## config.mk

```make
export PLATFORM = sky130hd
export DESIGN_NAME = shift_register_univ_flat
export DESIGN_NICKNAME = d
export VERILOG_FILES = /design/src/rtl/shift_reg_pkg.sv /design/src/rtl/shift_register_univ_if.sv /design/src/rtl/shift_bit_counter.sv /design/src/rtl/shift_register_univ.sv /design/src/flat_wrapper.sv
export SDC_FILE = /design/constraint.sdc
export NUM_CORES = 1
export LEC_CHECK = 0
export ABC_AREA = 1
export BUFFER_PORTS_ARGS = -buffer_cell sky130_fd_sc_hd__buf_2
export CORE_MARGIN = 3
export CORE_UTILIZATION = 25
export DETAILED_ROUTE_END_ITERATION = 10
export HOLD_SLACK_MARGIN = 0.03
export PLACE_DENSITY = 0.45
export SYNTH_ARGS = -nofsm -noshare
export SYNTH_HDL_FRONTEND = slang
export SYNTH_SLANG_ARGS = --single-unit
```

## constraint.sdc

```tcl
create_clock -name clk -period 1.1 [get_ports clk]
set_input_delay 0.165 -clock clk [delete_from_list [all_inputs] [get_ports clk]]
set_output_delay 0.165 -clock clk [all_outputs]
set_load 0.01 [all_outputs]
```

## src/rtl/shift_reg_pkg.sv

```systemverilog
`default_nettype none
// ============================================================================
// Module   : shift_reg_pkg
// Brief    : Operation encodings and sizing helpers for the universal shifter.
// Revision : 1.0 - initial release
// ============================================================================
package shift_reg_pkg;

   localparam int MODE_W = 3;

   // Encodings 6 and 7 are reserved and decode as HOLD.
   typedef enum logic [MODE_W-1:0] {
      MODE_HOLD = 3'd0,
      MODE_SHL  = 3'd1,
      MODE_SHR  = 3'd2,
      MODE_ROTL = 3'd3,
      MODE_ROTR = 3'd4,
      MODE_LOAD = 3'd5
   } shift_mode_t;

   function automatic int cnt_width(input int width);
      return $clog2(width + 1);
   endfunction

endpackage
`default_nettype wire

```

## src/rtl/shift_register_univ_if.sv

```systemverilog
`default_nettype none
// ============================================================================
// Module   : shift_register_univ_if
// Brief    : Control, data and status bundle of the universal shift register.
// Revision : 1.0 - initial release
// ============================================================================
interface shift_register_univ_if
   import shift_reg_pkg::*;
#(
   parameter int WIDTH = 8
) ();

   logic                          shift_enable;
   logic [MODE_W-1:0]             mode;
   logic                          data_in;
   logic [WIDTH-1:0]              load_data;
   logic [WIDTH-1:0]              data_out;
   logic                          serial_out;
   logic                          word_valid;
   logic [cnt_width(WIDTH)-1:0]   bit_count;

   modport master (
      output shift_enable, mode, data_in, load_data,
      input  data_out, serial_out, word_valid, bit_count
   );

   modport slave (
      input  shift_enable, mode, data_in, load_data,
      output data_out, serial_out, word_valid, bit_count
   );

endinterface
`default_nettype wire

```

## src/rtl/shift_bit_counter.sv

```systemverilog
`default_nettype none
// ============================================================================
// Module   : shift_bit_counter
// Brief    : Counts serial shifts and pulses word_valid when a word completes.
// Revision : 1.0 - initial release
// ============================================================================
module shift_bit_counter
   import shift_reg_pkg::*;
#(
   parameter int WIDTH = 8
) (
   input  wire logic                        clk,
   input  wire logic                        rst,
   input  wire logic                        count_en,
   input  wire logic                        clear,
   output logic [cnt_width(WIDTH)-1:0]      bit_count,
   output logic                             word_valid
);

   localparam int                CW   = cnt_width(WIDTH);
   localparam logic [CW-1:0]     LAST = CW'(WIDTH - 1);

   logic [CW-1:0] count_d, count_q;
   logic          valid_d, valid_q;

   always_comb begin
      count_d = count_q;
      valid_d = 1'b0;
      if (clear) begin
         count_d = '0;
      end else if (count_en) begin
         // The shift that completes a word restarts the count and flags it.
         if (count_q == LAST) begin
            count_d = '0;
            valid_d = 1'b1;
         end else begin
            count_d = count_q + 1'b1;
         end
      end
   end

   always_ff @(posedge clk) begin
      if (rst) begin
         count_q <= '0;
         valid_q <= 1'b0;
      end else begin
         count_q <= count_d;
         valid_q <= valid_d;
      end
   end

   assign bit_count  = count_q;
   assign word_valid = valid_q;

endmodule
`default_nettype wire

```

## src/rtl/shift_register_univ.sv

```systemverilog
`default_nettype none
// ============================================================================
// Module   : shift_register_univ
// Brief    : Universal shift register: shift, rotate, parallel load and hold.
// Revision : 1.0 - initial release
// ============================================================================
module shift_register_univ
   import shift_reg_pkg::*;
#(
   parameter int               WIDTH     = 8,
   parameter logic [WIDTH-1:0] RESET_VAL = '0
) (
   input  wire logic                clk,
   input  wire logic                rst,
   shift_register_univ_if.slave     bus
);

   shift_mode_t              mode_s;
   logic [WIDTH-1:0]         data_d, data_q;
   logic                     serial_d, serial_q;
   logic                     count_en;
   logic                     count_clr;
   logic [cnt_width(WIDTH)-1:0] bit_count_s;
   logic                     word_valid_s;

   assign mode_s = shift_mode_t'(bus.mode);

   always_comb begin
      data_d   = data_q;
      serial_d = serial_q;
      if (bus.shift_enable) begin
         case (mode_s)
            MODE_SHL: begin
               data_d   = {data_q[WIDTH-2:0], bus.data_in};
               serial_d = data_q[WIDTH-1];
            end
            MODE_SHR: begin
               data_d   = {bus.data_in, data_q[WIDTH-1:1]};
               serial_d = data_q[0];
            end
            MODE_ROTL: begin
               data_d   = {data_q[WIDTH-2:0], data_q[WIDTH-1]};
               serial_d = data_q[WIDTH-1];
            end
            MODE_ROTR: begin
               data_d   = {data_q[0], data_q[WIDTH-1:1]};
               serial_d = data_q[0];
            end
            MODE_LOAD: begin
               data_d = bus.load_data;
            end
            default: begin
            end
         endcase
      end
   end

   always_ff @(posedge clk) begin
      if (rst) begin
         data_q   <= RESET_VAL;
         serial_q <= 1'b0;
      end else begin
         data_q   <= data_d;
         serial_q <= serial_d;
      end
   end

   // Only true serial shifts advance the word count; rotates recirculate data.
   assign count_en  = bus.shift_enable && ((mode_s == MODE_SHL) || (mode_s == MODE_SHR));
   assign count_clr = bus.shift_enable && (mode_s == MODE_LOAD);

   shift_bit_counter #(
      .WIDTH (WIDTH)
   ) u_bit_counter (
      .clk        (clk),
      .rst        (rst),
      .count_en   (count_en),
      .clear      (count_clr),
      .bit_count  (bit_count_s),
      .word_valid (word_valid_s)
   );

   assign bus.data_out   = data_q;
   assign bus.serial_out = serial_q;
   assign bus.bit_count  = bit_count_s;
   assign bus.word_valid = word_valid_s;

endmodule
`default_nettype wire

```

## src/flat_wrapper.sv

```systemverilog
// flat-port wrapper written by rule: the top's interface ports become plain ports
module shift_register_univ_flat import shift_reg_pkg::*;
#(
   parameter int               WIDTH     = 8,
   parameter logic [WIDTH-1:0] RESET_VAL = '0
)
  (clk, rst, bus_shift_enable, bus_mode, bus_data_in, bus_load_data, bus_data_out, bus_serial_out, bus_word_valid, bus_bit_count);
  shift_register_univ_if #(.WIDTH(WIDTH)) bus_i ();
  input  wire logic clk;
  input  wire logic rst;
  input wire logic [$bits(bus_i.shift_enable)-1:0] bus_shift_enable;
  input wire logic [$bits(bus_i.mode)-1:0] bus_mode;
  input wire logic [$bits(bus_i.data_in)-1:0] bus_data_in;
  input wire logic [$bits(bus_i.load_data)-1:0] bus_load_data;
  output wire logic [$bits(bus_i.data_out)-1:0] bus_data_out;
  output wire logic [$bits(bus_i.serial_out)-1:0] bus_serial_out;
  output wire logic [$bits(bus_i.word_valid)-1:0] bus_word_valid;
  output wire logic [$bits(bus_i.bit_count)-1:0] bus_bit_count;
  assign bus_i.shift_enable = bus_shift_enable;
  assign bus_i.mode = bus_mode;
  assign bus_i.data_in = bus_data_in;
  assign bus_i.load_data = bus_load_data;
  assign bus_data_out = bus_i.data_out;
  assign bus_serial_out = bus_i.serial_out;
  assign bus_word_valid = bus_i.word_valid;
  assign bus_bit_count = bus_i.bit_count;
  shift_register_univ #(.WIDTH(WIDTH), .RESET_VAL(RESET_VAL)) u_core (.clk(clk), .rst(rst), .bus(bus_i));
endmodule
```

# ---- Word-level counts from Yosys, hierarchy flattened
# Index checks and enable logic that the tools add are counted.
dict set report word_totals {
  output_inout_bits 14
  word_cells 27
  reg_bits 14
}
dict set report classes {
  add_sub_neg 1
  bitwise_logic 1
  mux 4
  reduce_logical 11
  n_eq_ne 6
}
# cell count
set ops {}
lappend ops {{$pmux W8 S5} 1}
lappend ops {{$eq A3 B2 Y1 const B} 2}
lappend ops {{$eq A3 B3 Y1 const B} 2}
lappend ops {{$reduce_or A2 Y1} 3}
lappend ops {{$reduce_bool A5 Y1} 1}
lappend ops {{$add A4 B1 Y4 const B} 1}
lappend ops {{$eq A4 B3 Y1 const B} 1}
lappend ops {{$mux W4} 1}
lappend ops {{$reduce_and A2 Y1} 2}
lappend ops {{$eq A3 B1 Y1 const B} 1}
lappend ops {{$reduce_or A3 Y1} 1}
lappend ops {{$logic_and A1 B1 Y1} 2}
lappend ops {{$pmux W1 S2} 1}
lappend ops {{$reduce_bool A2 Y1} 1}
lappend ops {{$logic_or A1 B1 Y1} 1}
lappend ops {{$mux W1} 1}
lappend ops {{$not A1 Y1} 1}

# ---- Longest topological paths before layout
# Gate-level depths: netlist of run 1.
dict set report depth {
  depth_word 5
  ltp_mapped 9
  ltp_nobuf 8
}

# ---- By module
# From an unflattened synthesis of run 1, not the netlist that was laid out.
dict set report hier_totals {
  cells_unflattened 132
  hier_area_um2 868.3
}
# module area_per_inst_um2 n_inst cells_each
set modules_own_cells {}
lappend modules_own_cells {shift_register_univ 645.6 1 106}
lappend modules_own_cells {shift_bit_counter 222.7 1 26}

# ---- Worst setup path after synthesis of run 1
# Ideal clock, no wire load.
dict set report synth_timing {
  path_kind {register to register}
  startpoint {register u_core.u_bit_counter.count_q[0], in the netlist u_core.u_bit_counter.bit_count[0]}
  endpoint {register u_core.u_bit_counter.count_q[0], in the netlist u_core.u_bit_counter.bit_count[0]}
  t_required_ns 0.977
  slack_ns 0.049
  synth_period_minus_slack_ns 1.051
  stages_incl_launch_ff 7
  arrival_time_ns 0.928
  setup_time_ns 0.123
  cell_sequence {dfxtp_1 > ha_1 > nand2_1 > nor2_1 > nor2_1 > nand2_1 > a21oi_2}
}
dict set report synth_between {
  elab_chain_len 2
  elab_cells_between_ends 3
  classes_between {1 x add/sub; 1 x eq/ne; 1 x mux}
}
# element line_no
set synth_lines {}
lappend synth_lines {{start, declared} shift_bit_counter.sv:23} ;# logic [CW-1:0] count_d, count_q;
lappend synth_lines {{start signal, assigned} shift_bit_counter.sv:47} ;# count_q <= count_d;
lappend synth_lines {{$add A4 B1 Y4 / $eq A4 B3 Y1 (equally long branches)} {shift_bit_counter.sv:37, shift_bit_counter.sv:33}}
lappend synth_lines {{$mux W4 *} shift_bit_counter.sv:33} ;# if (count_q == LAST) begin
# Every way passes the cells marked *; elsewhere a longest branch is shown, timed or not.
# A chain may end at the register's enable or synchronous reset.

# ---- Worst setup path after layout of run 1
dict set report layout_timing {
  startpoint {register u_core.data_q[7], in the netlist u_core.bus.data_out[7]}
  endpoint {output port bus_data_out[7]}
}
# element line_no
set layout_lines {}
lappend layout_lines {{start, declared} shift_register_univ.sv:19} ;# logic [WIDTH-1:0] data_d, data_q;
lappend layout_lines {{start signal, assigned} shift_register_univ.sv:63} ;# data_q <= data_d;
lappend layout_lines {{end, declared} flat_wrapper.sv:15} ;# output wire logic [$bits(bus_i.data_out)-1:0] bus_data_out;
# No word-level cell between the ends.

==> results.cfg, run 1 <==
[outcome]
run_status = finished clean

[global_routing]
antenna_found_initial = 0
grt_pass1_vias = 915
grt_max_degree = 10
grt_use_total_pct = 12.2
overflow = 0
grt_pass1_wl_mm = 4.21

[die]
rows = 21
die_area_um2 = 4500
io_pins = 29
die_w_um = 67.1
start_util_pct = 26.9
die_h_um = 67.1
coreArea_um2 = 3470

[setup_path]
cp_slowest_stage_delay_ns = 0.42
r2r_end = u_core.u_bit_counter.bit_count[3]
r2r_start = u_core.u_bit_counter.bit_count[1]
critPathBufInv = 1
cp.arrival_ns = 0.83
crit_family = flip-flops
r2r_setup_slack_ns = 0.11
end_kind = output pin
crit_required_ns = 0.94
path_cells = buf_2
crit_path_max_fanout = 5
r2r_cells = 6
cp-start-kind = register
slowest_stage = dfxtp_1
criticalPathCategory = reg2out

[finish]
nFillCells = 408
drive_gt1_share_pct = 37.2
stdcell_area_um2 = 1240
fin_util_pct = 35.8
layout.nets = 198
syn2layout_area_growth_pct = 33.2
num_antenna_cells = 0

[detailed_routing]
drt_iter0_drc = 36
wl_mm = 2.58
wl_per_cell_um = 11.4
avgViaCountPerCell = 4.48
vias = 1013
dr.pass1.iters = 4
drtAntennaViolNets = 0
drc = 0

[timing]
fmax_ghz = 1.01
drv_slew = 0
hold_viol_final = 0
setup_viol = 0
worstMarginPinSlew_ns = 0.193
relSlewSlack_pct = 87.1
rsz0062_at_grt = no
finClkSkew_ns = 0.00124
layout_min_cycle_time_ns = 0.992
finalCritPeriodShare_pct = 90.2

[logic_synthesis]
avgSynthCellArea_um2 = 6.71
synth.area.top_cells = dfxtp_1, nand2_1, a21oi_1
ys_warn_count = 0
synth-seq-area-share_pct = 30.1
synth.most_common_cell = nand2_1
syn_inst = 139
syn-num-nets = 155
yosys.area.top_type_share_pct = 30.1
synth_cell_types = 23
ys_top_cells_by_count = nand2_1, dfxtp_1, a21oi_1, nor2_1, nand3_1
synth-edff-count = 0
synthFlopType = dfxtp_1
syn-cell-area_um2 = 932
synth-seq-cells = 14
async_reset_ff_share_pct = 0
synth_top_cell_by_area = dfxtp_1

[run]
drv_cap = 0

[pwr]
leakage_nw = 0.631
power_mw = 1.30
ir_drop_mv = 0.571
powerDensity_nw_per_um2 = 1050

[clock_tree]
clkTransAtPathRegs_ns = 0.06
postCtsSetupBuffers = 0
tritoncts = done
htreeDepth = 1
cts_root_buf = clkbuf_8
clock_latency_ns = 0.24
postCtsHoldBufs = 0
cts_inserted_buffers = 3
cts_buffer_depth = 2
ctsResizeCount = 0
numClockSinks = 14

[placed_design]
port_buffers = 28
dpl.hpwl_mm = 2.03
place.gp.congestion = 0.731
place_area_um2 = 1190

[hold_path]
hold_path_depth = 2
worstHoldStart = rst
hold_class = in2reg
min_to = u_core.bus.data_out[0]
kinds of logic (layout without fill, tap and decap cells):
| logic type | Yosys count | in the layout | share of synthesized area [%] |
|---|---|---|---|
| AOI/OAI and AO/OA | 27 | 27 | 16.1 |
| xor gates and xnor gates | 1 | 1 | 0.940 |
| adders and majority gates | 1 | 1 | 1.34 |
| buffers and inverters | 16 | 57 | 9.13 |
| DFF | 14 | 14 | 30.1 |
| and+or+nand+nor | 80 | 80 | 42.4 |
sequential cells by signal, summed over array words and instances, names as in the netlist:
signal and flops:
u_core.bus.serial_out 1, u_core.u_bit_counter.word_valid 1, u_core.u_bit_counter.bit_count 4, u_core.bus.data_out 8
worst max path at each step:
| stage | start | end | slack [ns] | cells past startpoint |
|---|---|---|---|---|
| after floorplan | u_core.u_bit_counter.bit_count[0] | u_core.u_bit_counter.bit_count[0] | 0.05 | 6 |
| final | u_core.bus.data_out[7] | bus_data_out[7] | 0.11 | 1 |
| after CTS | u_core.u_bit_counter.bit_count[1] | u_core.u_bit_counter.bit_count[3] | 0.04 | 6 |
| after global routing | u_core.u_bit_counter.bit_count[0] | u_core.u_bit_counter.bit_count[3] | 0.03 | 6 |
| after detailed placement | bus_mode[1] | u_core.u_bit_counter.bit_count[3] | -0.02 | 9 |
| after global placement | bus_mode[1] | u_core.u_bit_counter.bit_count[3] | -0.002 | 9 |
layer usage:
metal	track usage, %	wire length (µm)
met4	1.52	9
met3	3.88	195
met5	0	0
met2	20.6	1220
met1	15.4	1150
worst register-to-register path, cell delays in order, from the launching register on:
cell and delay, ns:
dfxtp_2 0.35, ha_2 0.19, nand2_1 0.06, nor2_2 0.10, nand2_1 0.09, nand2_1 0.07
nor2_1 0.04
through the flow:
step | TNS, ns | cells | worst slack, ns | hold slack, ns
floorplan | 0 | 139 | 0.0494 | 0.234
global placement | -0.00173 | 223 | -0.00173 | 0.348
detailed placement | -0.0283 | 223 | -0.0204 | 0.346
CTS | 0 | 226 | 0.0351 | 0.0924
global route | 0 | 226 | 0.0292 | 0.106
finish | 0 | 226 | 0.108 | 0.0942
report_power, final:
part	switching, mW	internal (mW)
logic	0.185	0.132
clock network	0.174	0.242
registers	0.0305	0.537
total	0.390	0.911
layout by cell type, fill, tap and decap left out, drive strengths merged:
master and count:
xor2 1, a21oi 16, and3 1, ha 1, nand3 13, inv 13
clkbuf 3, dfxtp 14, buf 41, nand4 4, nor2 14, o21ai 11
nand2 48
cell type report:
| class | count | area [µm²] | area share (%) |
|---|---|---|---|
| Sequential cell | 14 | 282 | 22.7 |
| Timing Repair Buffer | 41 | 238 | 19.2 |
| Multi-Input combinational cell | 109 | 572 | 46.1 |
| Inverter | 13 | 51.3 | 4.13 |
| Clock buffer | 3 | 41.3 | 3.33 |
| Tap cell | 46 | 57.6 | 4.64 |
Power figures use the tool's default switching activity.
==> inputs of run 2 (changes only) <==
Settings changed: SYNTH_HIERARCHICAL set to 1.
==> results.cfg, run 2 <==
[outcome]
run_status = finished clean

[logic_synthesis]
synth-seq-cells = 14
synth.area.top_cells = dfxtp_1, nand2_1, a21oi_1
avgSynthCellArea_um2 = 6.58
syn-cell-area_um2 = 868
yosys.area.top_type_share_pct = 32.3
async_reset_ff_share_pct = 0
synth_cell_types = 22
synth-seq-area-share_pct = 32.3
synthFlopType = dfxtp_1
syn_inst = 132
ys_warn_count = 6
synth.most_common_cell = nand2_1
synth-edff-count = 0
syn-num-nets = 148
synth_top_cell_by_area = dfxtp_1
ys_top_cells_by_count = nand2_1, a21oi_1, dfxtp_1

[finish]
stdcell_area_um2 = 1180
multi_input_area_um2 = 531
syn2layout_area_growth_pct = 36.2
layout.nets = 190
nFillCells = 361
layout.area.seq_um2 = 285
largest_reg_flops = 8
drive_gt1_share_pct = 36.6
num_antenna_cells = 0
layout_commonest_cell = nand2_1
mostFrequentLayoutCells = nand2_1, buf_2, a21oi_1, buf_4, nor2_1

[clock_tree]
cts_root_buf = clkbuf_4
postCtsSetupBuffers = 0
htreeDepth = 1
tritoncts = done
clkTransAtPathRegs_ns = 0.08
cts_inserted_buffers = 3
clock_latency_ns = 0.28
postCtsHoldBufs = 0
numClockSinks = 14
cts_buffer_depth = 2
ctsResizeCount = 0

[setup_path]
critPathBufInv = 2
cp-start-kind = register
cp.depth = 2
end_kind = output pin
slowest_stage = dfxtp_2
r2r_cells = 4
crit_path_max_fanout = 3
r2r_end = u_core/u_bit_counter/bit_count[0]
path_cells = buf_4, buf_2
endpoint = bus_bit_count[0]
crit_required_ns = 0.94
r2r_start = u_core/u_bit_counter/bit_count[1]
cp-startpoint = u_core/u_bit_counter/bit_count[0]
criticalPathCategory = reg2out
r2r_setup_slack_ns = 0.10
cp_slowest_stage_delay_ns = 0.34
crit_family = flip-flops
cp.arrival_ns = 0.89

[timing]
worstMarginPinSlew_ns = 0.299
holdWs_ns = 0.0863
rsz0062_at_grt = no
fmax_ghz = 0.950
finalCritPeriodShare_pct = 95.7
finClkSkew_ns = 0.00494
setup_ws_ns = 0.0478
hold_viol_final = 0
setup_viol = 0
relSlewSlack_pct = 80.0
layout_min_cycle_time_ns = 1.05
drv_slew = 0

[global_routing]
overflow = 0
grt_max_degree = 10
grt_pass1_wl_mm = 4.73
grt_use_total_pct = 14.5
antenna_found_initial = 0
grt_pass1_vias = 1020

[die]
io_pins = 29
rows = 20
die_area_um2 = 4220
die_h_um = 64.9
die_w_um = 64.9
coreArea_um2 = 3180
start_util_pct = 27.3

[detailed_routing]
dr.pass1.iters = 4
drtAntennaViolNets = 0
vias = 1022
avgViaCountPerCell = 4.73
wl_mm = 2.68
wl_per_cell_um = 12.4
drc = 0
drt_iter0_drc = 44

[pwr]
ir_drop_mv = 0.622
powerDensity_nw_per_um2 = 980
leakage_nw = 0.578
power_mw = 1.16

[placed_design]
dpl.hpwl_mm = 2.10
port_buffers = 28
dp_slack_ns = -0.153
place_area_um2 = 1150
place.gp.congestion = 0.800

[run]
drv_cap = 0

[hold_path]
hold_class = in2reg
## run 2: worst min path at each step
stage          start                               to  slack, ns  cells after the start
2_1_floorplan    rst           u_core/bus.data_out[0]       0.23                      1
3_3_place_gp     rst  u_core/u_bit_counter/word_valid       0.40                      2
3_5_place_dp     rst           u_core/bus.data_out[0]       0.39                      2
4_1_cts          rst           u_core/bus.data_out[0]       0.09                      2
5_1_grt          rst           u_core/bus.data_out[0]       0.08                      2
6_report         rst           u_core/bus.data_out[0]       0.09                      2
## run 2: final cells by class
class	instances	area share, %
Timing Repair Buffer	42	20.7
Inverter	11	3.70
Clock buffer	3	1.90
Multi-Input combinational cell	102	44.9
Tap cell	44	4.66
Sequential cell	14	24.1
## run 2: per-layer routing
layer | routed length [µm] | track usage (%) | vias to the layer above
li1 | - | - | 530
met1 | 1180 | 17.5 | 459
met2 | 1310 | 24.5 | 29
met3 | 156 | 3.12 | 4
met4 | 29 | 6.07 | 0
met5 | 0 | 0 | -
## run 2: metrics by stage
| step | util (%) | setup TNS [ns] | instances |
|---|---|---|---|
| 2_1_floorplan | - | 0 | 132 |
| 4_1_cts | 37.0 | 0 | 216 |
| 3_3_place_gp | 36.3 | -0.863 | 213 |
| 3_5_place_dp | 36.3 | -1.11 | 213 |
| 6_report | 37.2 | 0 | 216 |
| 5_1_grt | 37.2 | 0 | 216 |
## run 2: worst reg2reg max path: cells and delay by family (launching register included)
kind / cells / cell delay [ns]
AOI/OAI and AO/OA: 1 / 0.18
adders and majority gates: 1 / 0.18
DFF: 1 / 0.35
and+or+nand+nor: 2 / 0.18
## run 2: power breakdown
part / internal [mW] / total, mW / switching, mW
Sequential: 0.538 / 0.566 / 0.0283
Clock: 0.127 / 0.288 / 0.161
Combinational: 0.128 / 0.305 / 0.176
Total: 0.793 / 1.16 / 0.366
## run 2: cells by family (layout without fill, tap and decap cells)
kind of cell | after synthesis | count (layout) | synth area share (%)
adders and majority gates | 1 | 1 | 1.44
AOI/OAI and AO/OA | 29 | 29 | 17.4
and+or+nand+nor | 71 | 71 | 38.8
xor gates and xnor gates | 1 | 1 | 1.01
buffers and inverters | 16 | 56 | 9.08
DFF | 14 | 14 | 32.3
==> inputs of run 3 (changes only) <==
Settings changed: CELL_PAD_IN_SITES_DETAIL_PLACEMENT set to 0, CELL_PAD_IN_SITES_GLOBAL_PLACEMENT set to 1, CORE_MARGIN 3 to unset, HOLD_SLACK_MARGIN 0.03 to 0.05, PLACE_DENSITY 0.45 to 0.61.
==> results.cfg, run 3 (same netlist as run 2, synthesis figures left out) <==
[detailed_routing]
drc = 0
met3_length_um = 83
dr.pass1.iters = 4
dr.max_layer_used = met4
avgViaCountPerCell = 4.64
wl_mm = 2.48
vias = 1025
drtAntennaViolNets = 0
drt_iter0_drc = 45
met1_length_mm = 1.28
wl_per_cell_um = 11.2
wl_met2_mm = 1.09

[timing]
finalCritPeriodShare_pct = 94.4
layout_min_cycle_time_ns = 1.04
hold_viol_final = 0
drv_slew = 0
setup_viol = 0
relSlewSlack_pct = 79.2
fmax_ghz = 0.963
holdWs_ns = 0.0963
worstMarginPinSlew_ns = 0.312
tns_ns = 0
rsz0062_at_grt = no
finClkSkew_ns = 0.00552

[setup_path]
cp-start-kind = register
criticalPathCategory = reg2out
path_cells = buf_4, buf_2
r2r_setup_slack_ns = 0.09
end_kind = output pin
crit_path_max_fanout = 3
cp.arrival_ns = 0.87
slowest_stage = dfxtp_1
crit_required_ns = 0.94
cp_slowest_stage_delay_ns = 0.35

[global_routing]
antenna_found_initial = 0
overflow = 0
grt_pass1_wl_mm = 4.12
grt_use_total_pct = 14.9
grt_pass1_vias = 877
grt_max_degree = 10

[clock_tree]
clock_latency_ns = 0.28
cts_buffer_depth = 2
cts_root_buf = clkbuf_4
cts_inserted_buffers = 3
htreeDepth = 1
postCtsSetupBuffers = 0
clkTransAtPathRegs_ns = 0.08
tritoncts = done
postCtsHoldBufs = 0
numClockSinks = 14

[pwr]
powerDensity_nw_per_um2 = 1020
ir_drop_mv = 0.552
power_mw = 1.24
leakage_nw = 0.595

[finish]
nFillCells = 383
layout.nets = 192
drive_gt1_share_pct = 37.1
mostFrequentLayoutCells = nand2_1, buf_2, buf_4, a21oi_1, nor2_1
num_antenna_cells = 0
syn2layout_area_growth_pct = 39.6
fin_util_pct = 36.3
layout_commonest_cell = nand2_1
largest_reg_flops = 8

[placed_design]
dpl.hpwl_mm = 1.98
port_buffers = 28
place.gp.congestion = 0.720

[outcome]
run_status = finished clean

[die]
io_pins = 29
coreArea_um2 = 3340
die_area_um2 = 3710
start_util_pct = 26.0
die_h_um = 60.9
die_w_um = 60.9
rows = 21

[run]
drv_cap = 0

[hold_path]
hold_class = in2reg
run 3: changes by cell type in the layout (fill, tap and decap cells not counted):
cell      before  now
buf_4         14   16
clkbuf_8       0    1
dfxtp_1       10   11
dfxtp_2        4    3
run 3: layer usage:
| layer | vias up | track usage, % |
|---|---|---|
| met1 | 465 | 20.9 |
| met2 | 21 | 22.8 |
| li1 | 535 | - |
| met3 | 4 | 1.92 |
| met4 | 0 | 6.82 |
| met5 | - | 0 |
run 3: final cells by class:
cell class	count	area (µm²)	share of cell area (%)
multi-input combinational	102	531	43.8
sequential	14	284	23.4
timing repair buffer	44	260	21.5
tap	46	57.6	4.75
inverter	11	43.8	3.61
clock buffer	4	36.3	2.99
run 3: report_power, final:
| part | total (mW) | internal, mW | leakage [nW] | switching, mW |
|---|---|---|---|---|
| clock | 0.368 | 0.201 | 0.0210 | 0.166 |
| combinational | 0.304 | 0.132 | 0.458 | 0.172 |
| sequential | 0.569 | 0.537 | 0.116 | 0.0318 |
| total | 1.24 | 0.871 | 0.595 | 0.370 |
run 3: critical path, delay by kind of cell, from the launching register on:
family / cells / cell delay [ns]
buffers and inverters: 2 / 0.26
DFF: 1 / 0.35
run 3: path summary, 6_finish.rpt:
check | startpoint | to | cells after the start
hold reg to reg | u_core/u_bit_counter/bit_count[3] | u_core/u_bit_counter/word_valid | 1
setup reg to reg | u_core/u_bit_counter/bit_count[1] | u_core/u_bit_counter/bit_count[0] | 4
hold / removal | rst | u_core/bus.data_out[0] | 2
setup / recovery | u_core/u_bit_counter/bit_count[0] | bus_bit_count[0] | 2
run 3: metrics by stage:
step	std cells	worst slack, ns	area (µm²)
after floorplan	132	0.0000721	898
after global placement	217	-0.108	1170
after detailed placement	217	-0.142	1170
after CTS	221	0.0177	1210
after global routing	221	0.00633	1210
final	221	0.0613	1210
run 3: repair_timing:
item	4_1_cts	5_1_grt
resized for setup	0	3
setup endpoints to repair	0	4
endpoints found under the hold margin	0	0
